**src/rtl/alu_8bit.sv**
```systemverilog
// alu_8bit: one-cycle registered 8-bit ALU; define ALU_8BIT_DIV_EN to build the divider
module alu_8bit (
    input  logic        clk,
    input  logic        rst_n,
    input  logic [7:0]  a,
    input  logic [7:0]  b,
    input  logic [2:0]  sel,
    input  logic        in_valid,
    output logic [15:0] res,
    output logic        out_valid,
    output logic        zero,
    output logic        dbz
);
    logic [15:0] ax, bx, r;
    logic        d;
    assign ax = {8'h00, a};
    assign bx = {8'h00, b};
    // next result and divide-by-zero flag for the current opcode
    always_comb begin
        d = 1'b0;
        r = 16'h0000;
        case (sel)
            3'b000: r = ax + bx;
            3'b001: r = ax - bx;
            3'b010: r = ax * bx;
`ifdef ALU_8BIT_DIV_EN
            3'b011: begin
                d = (b == 8'h00);
                r = d ? 16'h00FF : {a % b, a / b};
            end
`else
            3'b011: r = 16'h0000;
`endif
            3'b100: r = ax & bx;
            3'b101: r = ax | bx;
            3'b110: r = 16'h0000 - ax;
            default: r = ax ^ bx;
        endcase
    end
    // capture on accepted input, otherwise hold result/flags and drop the valid pulse
    always_ff @(posedge clk or negedge rst_n) begin
        if (!rst_n) begin
            res       <= 16'h0000;
            out_valid <= 1'b0;
            zero      <= 1'b0;
            dbz       <= 1'b0;
        end else begin
            out_valid <= in_valid;
            if (in_valid) begin
                res  <= r;
                zero <= (r == 16'h0000);
                dbz  <= d;
            end
        end
    end
endmodule

```
**config.mk**
```make
export PLATFORM = sky130hd
export DESIGN_NAME = alu_8bit
export DESIGN_NICKNAME = d
export VERILOG_FILES = /design/src/rtl/alu_8bit.sv
export SDC_FILE = /design/constraint.sdc
export NUM_CORES = 1
export LEC_CHECK = 0
export CORE_MARGIN = 2
export CORE_UTILIZATION = 55
export DETAILED_ROUTE_END_ITERATION = 8
export PLACE_DENSITY = 0.89
export SLEW_MARGIN = 20
export SYNTH_ARGS = -nofsm -noshare
export SYNTH_HDL_FRONTEND = slang
export SYNTH_SLANG_ARGS = --single-unit
```
**constraint.sdc**
```tcl
create_clock -name clk -period 2.01 [get_ports clk]
set_clock_uncertainty 0.15 [all_clocks]
set_input_delay 0.3015 -clock clk [delete_from_list [all_inputs] [get_ports clk]]
set_output_delay 0.3015 -clock clk [all_outputs]
set_load 0.05 [all_outputs]
```
==> results.json, run 1 <==
{
  "status": "stopped before the end",
  "haltStage": "global routing (5_1_grt)",
  "error": "[ERROR GRT-0232] Routing congestion too high. Check the congestion heatmap in the GUI.",
  "synth-seq-cells": 18,
  "synth_edf_count": 0,
  "place_hpwl_mm": 12.5,
  "fp-row-count": 31,
  "crit_endpoint": "zero$_DFFE_PN0P_/D",
  "yosys.cell_count.top_type": "nor2_1",
  "overflow": 26,
  "port_buffers": 39,
  "ys_top_cells_by_count": "nor2_1, inv_1, ha_1",
  "ys_types": 63,
  "seq_area_frac_synth_pct": 10.9,
  "postSynthCellCount": 506,
  "hold_buffers": 0,
  "io_pins": 41,
  "numCtsBuffers": 3,
  "cts_root_buf": "clkbuf_8",
  "syn_area_per_cell_um2": 8.18,
  "clockBufferDepth": 2,
  "cts_max_level": 1,
  "yosys_warnings": 0,
  "worstEpCategory": "register input",
  "die_w_um": 90.7,
  "synthFlopType": "dfrtp_1",
  "die_h_um": 90.7,
  "yosys.area.top_type_share_pct": 18.4,
  "syn-num-nets": 627,
  "dpl_cell_area_um2": 5960,
  "grt_max_degree": 20,
  "synth_top_cell_by_area": "ha_1",
  "syn_area_um2": 4140,
  "cts.sinks": 18,
  "finalWeightedCongestion": 0.994,
  "track_usage_pct": 68.5,
  "start_util_pct": 57.0,
  "async_flop_share_pct": 100,
  "ys_top_cells_by_area": "ha_1, fa_1, dfrtp_1"
}
[cells by family after synthesis]
logic type,share of synthesized area (%)
compound gates,16.5
xor+xnor,4.66
fa+ha+maj,36.8
buf+inv,9.22
flops,10.9
mux,3.11
other cells,0.0906
simple gates,18.7
[through the flow]
step | TNS, ns | hold WS [ns] | setup slack (ns) | std cells
2_1_floorplan | -26.32 | -0.144 | -2.53 | 506
3_3_place_gp | -41.91 | 0.314 | -3.20 | 778
3_5_place_dp | -44.99 | 0.326 | -3.55 | 778
4_1_cts | -30.62 | 0.221 | -2.67 | 803
[layer usage]
layer,GRT overflow,track usage [%]
met2,13,89.6
met4,12,72.3
met1,0,67.4
met3,1,47.2
met5,0,8.97
[timing repair]
action                                  in CTS
gates resized for setup                    197
cloned                                       0
endpoints found under the setup margin      17
pin swaps                                   79
buffers inserted                            28
==> run 2: changes to the inputs <==
--- a/config.mk
+++ b/config.mk
@@ -6,9 +6,9 @@
 export NUM_CORES = 1
 export LEC_CHECK = 0
 export CORE_MARGIN = 2
-export CORE_UTILIZATION = 55
+export CORE_UTILIZATION = 40
 export DETAILED_ROUTE_END_ITERATION = 8
-export PLACE_DENSITY = 0.89
+export PLACE_DENSITY_LB_ADDON = 0.15
 export SLEW_MARGIN = 20
 export SYNTH_ARGS = -nofsm -noshare
 export SYNTH_HDL_FRONTEND = slang
==> results.json, run 2 <==
{
  "status": "finished, violations left",
  "violations": "negative setup slack",
  "viasPerCell": 5.21,
  "maxCapViolations": 0,
  "synth_edf_count": 0,
  "critPathKind": "input port to flop",
  "numCtsBuffers": 3,
  "antenna_cells": 0,
  "die_h_um": 106,
  "min_period_ns": 4.50,
  "clk_latency_ns": 0.25,
  "synth_top_cell_by_area": "ha_1",
  "synth-seq-cells": 18,
  "io_pins": 41,
  "wl_met2_mm": 7.19,
  "async_flop_share_pct": 100,
  "final_common_cell": "buf_4",
  "syn_area_um2": 4140,
  "hold_class": "input port to async pin",
  "yosys.area.top_type_share_pct": 18.4,
  "top_layer": "met4",
  "nFillCells": 820,
  "cts_root_buf": "clkbuf_8",
  "overflow": 0,
  "finalWeightedCongestion": 0.888,
  "pre_cts_slack_ns": -3.38,
  "synth_xor_area_share_pct": 4.66,
  "port_buffers": 39,
  "dieArea_um2": 11200,
  "syn_area_per_cell_um2": 8.18,
  "cp.arrival_ns": 4.50,
  "max_freq_ghz": 0.222,
  "cp-end-kind": "flop",
  "timing.rr.start": "res[7]$_DFFE_PN0P_",
  "synthFlopType": "dfrtp_1",
  "firstDrtPassIters": 5,
  "vias": 4428,
  "routedWlPerCell_um": 16.6,
  "cts_max_level": 1,
  "top_regs": "res: 16 flops, out_valid: 1 flops, zero: 1 flops",
  "area.growth.synth_to_final_pct": 69.4,
  "cp_max_fo": 2,
  "synth-simple-area-share_pct": 18.7,
  "start_util_pct": 40.6,
  "holdWs_ns": 0.221,
  "ys_top_cells_by_count": "nor2_1, inv_1, ha_1",
  "fp-row-count": 37,
  "place_hpwl_mm": 11.2,
  "cts_tree": "done",
  "synthMuxAreaShare_pct": 3.11,
  "maxSlewViolCount": 0,
  "leakage_nw": 3.21,
  "core_area_um2": 10200,
  "tightest_slew_ns": 0.579,
  "mostFrequentLayoutCells": "buf_4, inv_1, nor2_1, ha_1, fa_1",
  "yosys_warnings": 0,
  "worstSetupStartpoint": "b[3]",
  "drc": 0,
  "synth_fa_ha_area_share_pct": 36.8,
  "postSynthCellCount": 506,
  "grt_max_degree": 20,
  "ys_types": 63,
  "wl_met3_um": 438,
  "ys_top_cells_by_area": "ha_1, fa_1, dfrtp_1",
  "clk_pin_slew_ns": 0.06,
  "post-route-period-util_pct": 224,
  "cp.required_ns": 2.01,
  "yosys.cell_count.top_type": "nor2_1",
  "seq_area_frac_synth_pct": 10.9,
  "cp-start-kind": "input port",
  "routed_wl_mm": 14.1,
  "track_usage_pct": 25.9,
  "relSlewSlack_pct": 61.3,
  "grt_pass1_vias": 4721,
  "grt_pass1_wl_mm": 23.2,
  "final_antenna_net_count": 0,
  "syn-num-nets": 627,
  "fin_util_pct": 68.8,
  "finalSetupViolCount": 17,
  "die_w_um": 106,
  "irDropWorstVdd_uv": 561,
  "rsz0062_at_grt": "true",
  "wirelength_met1_mm": 6.24,
  "regMostFlops": "res",
  "cts.sinks": 18,
  "timing.final.ws_setup_ns": -2.49,
  "antenna_found_initial": 0,
  "synth_top_family_by_area": "adder cells",
  "powerDensity_nw_per_um2": 692,
  "hold_viol": 0,
  "synth_compound_area_share_pct": 16.4,
  "nNetsFinal": 837,
  "clockBufferDepth": 2,
  "largest_reg_flops": 16,
  "drive_above_1_share_pct": 49.4,
  "drtIter0Drc": 207
}
run 2: worst paths after layout:
kind / slack (ns) / to / cells after the start
worst max-delay path: -2.49 / zero$_DFFE_PN0P_ / 19
worst min-delay path: 0.22 / res[0]$_DFFE_PN0P_ / 2
worst max register to register: 1.10 / res[7]$_DFFE_PN0P_ / 1
worst min register to register: 0.33 / res[2]$_DFFE_PN0P_ / 1
max in group asynchronous: 1.29 / res[7]$_DFFE_PN0P_ / 2
min in group clk: 0.33 / res[2]$_DFFE_PN0P_ / 1
run 2: area by class of cell:
class	instances	area, µm²	area share (%)
Multi-Input combinational cell	395	4110	58.7
Timing Repair Buffer	219	1850	26.4
Sequential cell	18	450	6.43
Inverter	79	385	5.50
Tap cell	136	170	2.43
Clock buffer	3	41.3	0.589
run 2: kinds of logic after synthesis:
kind of cell | after synthesis
XOR/XNOR | 22
buffers and inverters | 93
other | 1
AND/OR/NAND/NOR | 161
adder cells (fa/ha/maj) | 99
AO/OA/AOI/OAI | 101
flip-flops | 18
multiplexers | 11
run 2: timing repair:
item,CTS,global route
pin swaps,68,43
hold buffers,0,0
buffers inserted,22,10
resized for setup,162,78
endpoints found under the setup margin,17,17
run 2: power breakdown:
group / internal, mW / switching (mW)
Combinational: 2.10 / 2.06
Clock: 0.133 / 0.110
Sequential: 0.424 / 0.0314
Total: 2.66 / 2.20
run 2: through the flow:
step | total power, mW | cells | TNS, ns | area, µm²
after floorplan | 2.45 | 506 | -26.32 | 4420
after global placement | 3.72 | 820 | -43.78 | 6050
after detailed placement | 3.77 | 820 | -44.67 | 6050
after CTS | 4.42 | 842 | -30.92 | 6650
after global routing | 5.23 | 850 | -32.94 | 7010
final | 4.85 | 850 | -30.86 | 7010
run 2: worst max-delay path, stage by stage:
cell and delay, ns:
buf_8 0.10, clkinvlp_4 0.08, buf_4 0.12, nor2_2 0.04, fa_1 0.58, fa_1 0.46
fa_1 0.53, inv_2 0.04, fa_1 0.47, inv_1 0.05, ha_2 0.17, a211o_1 0.32
buf_6 0.13, o31ai_4 0.23, o21ba_4 0.20, buf_6 0.09, xnor2_1 0.05, a21o_2 0.23
o41ai_2 0.30
run 2: per-layer routing:
metal | vias up | GRT usage, %
met3 | 21 | 2.54
li1 | 2127 | -
met5 | - | 0
met2 | 104 | 47.2
met4 | 0 | 2.63
met1 | 2176 | 34.3
No activity file was read; power rests on OpenSTA's default activity.
